## src/rtl/lfsr_pkg.sv

```systemverilog
// Shared constants, register map and helpers for the AXI-Lite LFSR peripheral.
package lfsr_pkg;

  localparam logic [31:0] TAPS       = 32'h8020_0003;
  localparam logic [31:0] RESET_SEED = 32'h0000_0001;

  typedef enum logic [1:0] {
    REG_LFSR  = 2'd0,
    REG_CTRL  = 2'd1,
    REG_SEED  = 2'd2,
    REG_COUNT = 2'd3
  } reg_sel_t;

  typedef enum logic [1:0] {RD_IDLE, RD_ADDR, RD_DATA} rd_state_t;
  typedef enum logic [1:0] {WR_IDLE, WR_ACK, WR_RESP} wr_state_t;

  function automatic logic [31:0] lfsr_step(input logic [31:0] s);
    return (s >> 1) ^ (s[0] ? TAPS : '0);
  endfunction

  function automatic logic [31:0] apply_strb(input logic [31:0] old_val,
                                             input logic [31:0] new_val,
                                             input logic [3:0]  strb);
    logic [31:0] r;
    r = old_val;
    for (int unsigned i = 0; i < 4; i++)
      if (strb[i]) r[8*i +: 8] = new_val[8*i +: 8];
    return r;
  endfunction

endpackage

```

## src/rtl/lfsr_core.sv

```systemverilog
// 32-bit Galois LFSR state with load-over-step priority and an all-zero lock-up guard.
module lfsr_core
  import lfsr_pkg::*;
(
  input  logic        clk,
  input  logic        rst,
  input  logic        step,
  input  logic        load,
  input  logic [31:0] load_value,
  output logic [31:0] state
);

  always_ff @(posedge clk or posedge rst) begin
    if (rst)
      state <= RESET_SEED;
    else if (load)
      state <= (load_value == '0) ? RESET_SEED : load_value;
    else if (step)
      state <= lfsr_step(state);
  end

endmodule

```

## src/rtl/lfsr_v1_0.sv

```systemverilog
// AXI4-Lite slave exposing the LFSR state, control, seed and read counter registers.
module lfsr_v1_0
  import lfsr_pkg::*;
#(
  parameter int C_S00_AXI_DATA_WIDTH = 32,
  parameter int C_S00_AXI_ADDR_WIDTH = 4
) (
  input  logic                              s00_axi_aclk,
  input  logic                              s00_axi_areset,
  input  logic [C_S00_AXI_ADDR_WIDTH-1:0]   s00_axi_awaddr,
  input  logic [2:0]                        s00_axi_awprot,
  input  logic                              s00_axi_awvalid,
  output logic                              s00_axi_awready,
  input  logic [C_S00_AXI_DATA_WIDTH-1:0]   s00_axi_wdata,
  input  logic [C_S00_AXI_DATA_WIDTH/8-1:0] s00_axi_wstrb,
  input  logic                              s00_axi_wvalid,
  output logic                              s00_axi_wready,
  output logic [1:0]                        s00_axi_bresp,
  output logic                              s00_axi_bvalid,
  input  logic                              s00_axi_bready,
  input  logic [C_S00_AXI_ADDR_WIDTH-1:0]   s00_axi_araddr,
  input  logic [2:0]                        s00_axi_arprot,
  input  logic                              s00_axi_arvalid,
  output logic                              s00_axi_arready,
  output logic [C_S00_AXI_DATA_WIDTH-1:0]   s00_axi_rdata,
  output logic [1:0]                        s00_axi_rresp,
  output logic                              s00_axi_rvalid,
  input  logic                              s00_axi_rready
);

  logic        clk, rst;
  rd_state_t   rd_state, rd_next;
  wr_state_t   wr_state, wr_next;
  reg_sel_t    rd_sel, wr_sel;
  logic        rd_fire, rd_lfsr, wr_fire, lfsr_wr, reload;
  logic        free_run, core_step, core_load;
  logic [31:0] core_value, state, seed, count, rd_mux;
  logic        unused_ok;

  assign clk       = s00_axi_aclk;
  assign rst       = s00_axi_areset;
  assign unused_ok = ^{s00_axi_awprot, s00_axi_arprot, s00_axi_awaddr[1:0], s00_axi_araddr[1:0]};

  always_ff @(posedge clk or posedge rst) begin
    if (rst) begin
      rd_state <= RD_IDLE;
      wr_state <= WR_IDLE;
    end else begin
      rd_state <= rd_next;
      wr_state <= wr_next;
    end
  end

  always_comb begin
    rd_next = rd_state;
    case (rd_state)
      RD_IDLE: if (s00_axi_arvalid) rd_next = RD_ADDR;
      RD_ADDR: rd_next = s00_axi_arvalid ? RD_DATA : RD_IDLE;
      RD_DATA: if (s00_axi_rready) rd_next = RD_IDLE;
      default: rd_next = RD_IDLE;
    endcase
  end

  always_comb begin
    wr_next = wr_state;
    case (wr_state)
      WR_IDLE: if (s00_axi_awvalid && s00_axi_wvalid) wr_next = WR_ACK;
      WR_ACK:  wr_next = WR_RESP;
      WR_RESP: if (s00_axi_bready) wr_next = WR_IDLE;
      default: wr_next = WR_IDLE;
    endcase
  end

  assign s00_axi_arready = (rd_state == RD_ADDR);
  assign s00_axi_rvalid  = (rd_state == RD_DATA);
  assign s00_axi_awready = (wr_state == WR_ACK);
  assign s00_axi_wready  = (wr_state == WR_ACK);
  assign s00_axi_bvalid  = (wr_state == WR_RESP);
  assign s00_axi_bresp   = '0;
  assign s00_axi_rresp   = '0;

  assign rd_fire = (rd_state == RD_ADDR) && s00_axi_arvalid;
  assign rd_lfsr = rd_fire && (rd_sel == REG_LFSR);
  assign wr_fire = (wr_state == WR_ACK);
  assign wr_sel  = reg_sel_t'(s00_axi_awaddr[3:2]);
  assign lfsr_wr = wr_fire && (wr_sel == REG_LFSR);
  assign reload  = wr_fire && (wr_sel == REG_CTRL) && s00_axi_wstrb[0] && s00_axi_wdata[1];

  // Loads override stepping inside the core, so a coinciding REG0 read captures the old value only.
  assign core_load  = lfsr_wr || reload;
  assign core_value = lfsr_wr ? apply_strb(state, s00_axi_wdata, s00_axi_wstrb) : seed;
  assign core_step  = free_run || rd_lfsr;

  lfsr_core u_core (
    .clk        (clk),
    .rst        (rst),
    .step       (core_step),
    .load       (core_load),
    .load_value (core_value),
    .state      (state)
  );

  always_comb begin
    rd_mux = '0;
    case (rd_sel)
      REG_LFSR:  rd_mux = state;
      REG_CTRL:  rd_mux = {31'b0, free_run};
      REG_SEED:  rd_mux = seed;
      REG_COUNT: rd_mux = count;
      default:   rd_mux = '0;
    endcase
  end

  always_ff @(posedge clk or posedge rst) begin
    if (rst) begin
      rd_sel        <= REG_LFSR;
      s00_axi_rdata <= '0;
      free_run      <= 1'b0;
      seed          <= RESET_SEED;
      count         <= '0;
    end else begin
      if (rd_state == RD_IDLE && s00_axi_arvalid)
        rd_sel <= reg_sel_t'(s00_axi_araddr[3:2]);
      if (rd_fire)
        s00_axi_rdata <= rd_mux;
      if (rd_lfsr)
        count <= count + 32'd1;
      if (wr_fire) begin
        case (wr_sel)
          REG_CTRL: if (s00_axi_wstrb[0]) free_run <= s00_axi_wdata[0];
          REG_SEED: seed <= apply_strb(seed, s00_axi_wdata, s00_axi_wstrb);
          default:  ;
        endcase
      end
    end
  end

endmodule

```

## config.mk

```make
export PLATFORM = sky130hd
export DESIGN_NAME = lfsr_v1_0
export DESIGN_NICKNAME = d
export VERILOG_FILES = /design/src/rtl/lfsr_pkg.sv /design/src/rtl/lfsr_core.sv /design/src/rtl/lfsr_v1_0.sv
export SDC_FILE = /design/constraint.sdc
export NUM_CORES = 1
export LEC_CHECK = 0
export ABC_AREA = 1
export CORE_ASPECT_RATIO = 0.7
export CORE_UTILIZATION = 50
export CTS_CLUSTER_DIAMETER = 200
export CTS_CLUSTER_SIZE = 16
export DETAILED_ROUTE_END_ITERATION = 10
export GPL_ROUTABILITY_DRIVEN = 0
export PLACE_DENSITY = 0.76
export SLEW_MARGIN = 20
export SYNTH_ARGS = -nofsm -noshare
export SYNTH_HDL_FRONTEND = slang
export SYNTH_SLANG_ARGS = --single-unit
```

## constraint.sdc

```tcl
create_clock -name s00_axi_aclk -period 4.46 [get_ports s00_axi_aclk]
set_input_delay 0.892 -clock s00_axi_aclk [delete_from_list [all_inputs] [get_ports s00_axi_aclk]]
set_output_delay 0.892 -clock s00_axi_aclk [all_outputs]
set_load 0.02 [all_outputs]
```

==> impl_metrics.ini <==
[placed_design]
io_buffers = 83
hpwl_um = 12400
post-place-cells = 1217
place_area_sq_mm = 0.00823
pre_cts_slack_ps = 1120

[die]
coreArea_sq_mm = 0.0141
dieArea_sq_mm = 0.0151
placementRows = 36
initial_core_util = 0.519
fp.dieH_um = 103
io_pins = 98
die_w_um = 147

[setup_path]
cp-start-kind = primary input
cp_data_required_time_ps = 4780
r2r-end = s00_axi_rdata[0]$_DFFE_PP0P_
worst-r2r-cell-count = 5
crit_path_end_kind = flip-flop
arrival_ps = 3330
cpLargestDelayFamily = buffers and inverters
slowest_delay_ps = 930
path_common_cell = nand2_1
r2r_start = rd_sel[0]$_DFFE_PP0P_
ff2ff_setup_slack_ps = 1800
critical_path_class = primary input to flip-flop
worst-path-buf-inv = 2
cp_cell_sequence = clkdlybuf4s50_1 > nand2_1 > nor3_2 > nand2_1 > nand2_2 > buf_4 > nand3_1 > o21ai_0 > nand2_1 > o21ai_0
critPathSlowestCell = clkdlybuf4s50_1
crit_fanout = 41

[detailed_routing]
viasPerCell = 5.37
ant_nets = 0
wl_per_cell_um = 15.6
first_pass_iters = 5
drt_iter0_drc = 496
drc = 0
num_vias = 6709
wl_um = 19500

[global_routing]
grt_first_pass_wirelength_um = 31900
first_global_vias = 6364
overflow = 0
grtUsageTotal = 0.273
grt_max_degree = 136
antenna_found_initial = 0

[finish]
fin_area_sq_mm = 0.00889
diodes = 0
area_growth_pct = 21.4
nFillCells = 1214
mostFrequentLayoutCell = nand2_1
final_net_count = 1104
drive_above_1_share = 0.0604
register_area_sq_mm = 0.00338
final_core_util = 0.631
multiInputGateArea_sq_mm = 0.00327
stdcell_count = 1249
mostFrequentLayoutCells = 260 x nand2_1, 167 x o21ai_0, 133 x dfrtp_1

[yosys]
yosys_register_bits = 135
ys_seq_area_frac = 0.462
synth.area.top_cells = dfrtp_1 45%, nand2_1 13%, o21ai_0 11%, inv_1 5.7%, nor2_1 4.2%
synth_top_family_by_area = simple AND/OR/NAND/NOR gates
syn_area_sq_mm = 0.00732
yosys.area_share.simple = 0.245
synth-xor-area-share = 0.0347
ys_types = 38
synthAdderAreaFrac = 0.00171
yosysWarnings = 0
yosysTopAreaCellShare = 0.455
avgSynthCellArea_sq_um = 7.44
synth_compound_area_frac = 0.161
muxShareOfSynthArea = 0.00154
yosys.area.top_type = dfrtp_1
synth_ff_type = dfrtp_1
async_reset_ff_frac = 1.00
synthCells = 984
synth_edf_count = 0

[min_path]
min_from = s00_axi_rdata[10]$_DFFE_PP0P_
hold_end = s00_axi_rdata[10]$_DFFE_PP0P_
hold_depth = 2
min_path_type = flip-flop to flip-flop

[pwr]
p_clk_frac = 0.300
power_density_mw_per_mm2 = 594
vdd_drop_max_mv = 0.311
swShare = 0.359
p_sw_mw = 1.90
p_int_mw = 3.39
comb_power_share = 0.338
pwr-share-seq = 0.361
p_leak_nw = 4.24
power_mw = 5.28

[sta]
final-setup-viol-count = 0
finalCritPeriodShare = 0.674
whs_ps = 479
final.min_clock_period_ps = 3010
worst_pin_slew_ps = 1190
max-slew-margin-rel = 0.205
layout_setup_ws_ps = 1450
final_max_slew_viol_count = 0
max_freq_ghz = 0.333
rsz0062_at_grt = false
worst_clock_skew_ps = 9.60
tns_ps = 0
hold_viol_final = 0

[clock_network]
clockBufferDepth = 2
clock-sinks = 135
post_cts_buffers = 0
clk_latency_ps = 430
cts_buffers = 17
cts_tree = yes
cts_resized = 0
holdBufCountCts = 0
cts.reportedPaths.clkPinSlew_ps = 60
root_buffer = clkbuf_16
htree_num_levels = 4

[status]
status = completed

[flow_run]
cap_violations = 0
## how the worst max path moves through the flow
stage / depth (start not counted) / start / slack [ps] / end
2_1_floorplan: 1 / s00_axi_areset / 1890 / count[0]$_DFFE_PP0P_
3_3_place_gp: 9 / s00_axi_wstrb[0] / 1150 / u_core.state[7]$_DFFE_PP0P_
3_5_place_dp: 9 / s00_axi_wstrb[0] / 1120 / u_core.state[7]$_DFFE_PP0P_
4_1_cts: 10 / s00_axi_wstrb[0] / 1520 / u_core.state[15]$_DFFE_PP0P_
5_1_grt: 10 / s00_axi_wstrb[0] / 1290 / u_core.state[15]$_DFFE_PP0P_
6_report: 10 / s00_axi_wstrb[0] / 1450 / u_core.state[15]$_DFFE_PP0P_
## tightest hold or removal path, stage by stage, from the launching register on
cell	delay [ps]
dfrtp_1	340
nand2_1	50
o21ai_0	50
## state kept, by name, indices dropped and copies added, names as in the netlist
signal	cells
wr_state	2
s00_axi_rdata	32
count	32
u_core.state	32
rd_sel	2
seed	32
free_run	1
rd_state	2
## metal layers
layer	vias to the layer above	global-route usage	part of all wire
li1	3287	-	-
met1	3071	0.370	0.44
met2	304	0.442	0.45
met3	47	0.0531	0.085
met4	0	0.103	0.024
met5	-	0	0
## cell type report
cell class	instances	area share
Sequential cell	135	0.380
Multi-Input combinational cell	685	0.368
Timing Repair Buffer	89	0.0999
Clock buffer	21	0.0529
Inverter	118	0.0505
Tap cell	190	0.0267
Clock inverter	11	0.0218
## synthesized netlist by cell type (13+ instances only)
master,n
nand2_1,260
o21ai_0,167
nor2_1,81
buf_2,16
clkbuf_1,23
a21oi_1,37
dfrtp_1,133
nand3_1,38
nor3_1,13
inv_1,112
xor2_1,25
o22ai_1,14
## power by group through the flow
stage,Clock [mW],Sequential (mW),Combinational (mW)
floorplan,0,2.02,1.01
global placement,0,1.91,1.72
detailed placement,0,1.92,1.76
CTS,1.60,1.91,1.78
global route,1.65,1.96,2.01
finish,1.59,1.91,1.79
## cell families (layout without fill, tap and decap cells)
kind of cell,count (synthesis),count (layout)
simple gates,421,421
compound gates,229,229
buf+inv,167,239
flops,135,135
xor+xnor,29,29
fa+ha+maj,1,1
other cells,1,4
mux,1,1
No activity file was read; power rests on OpenSTA's default activity.
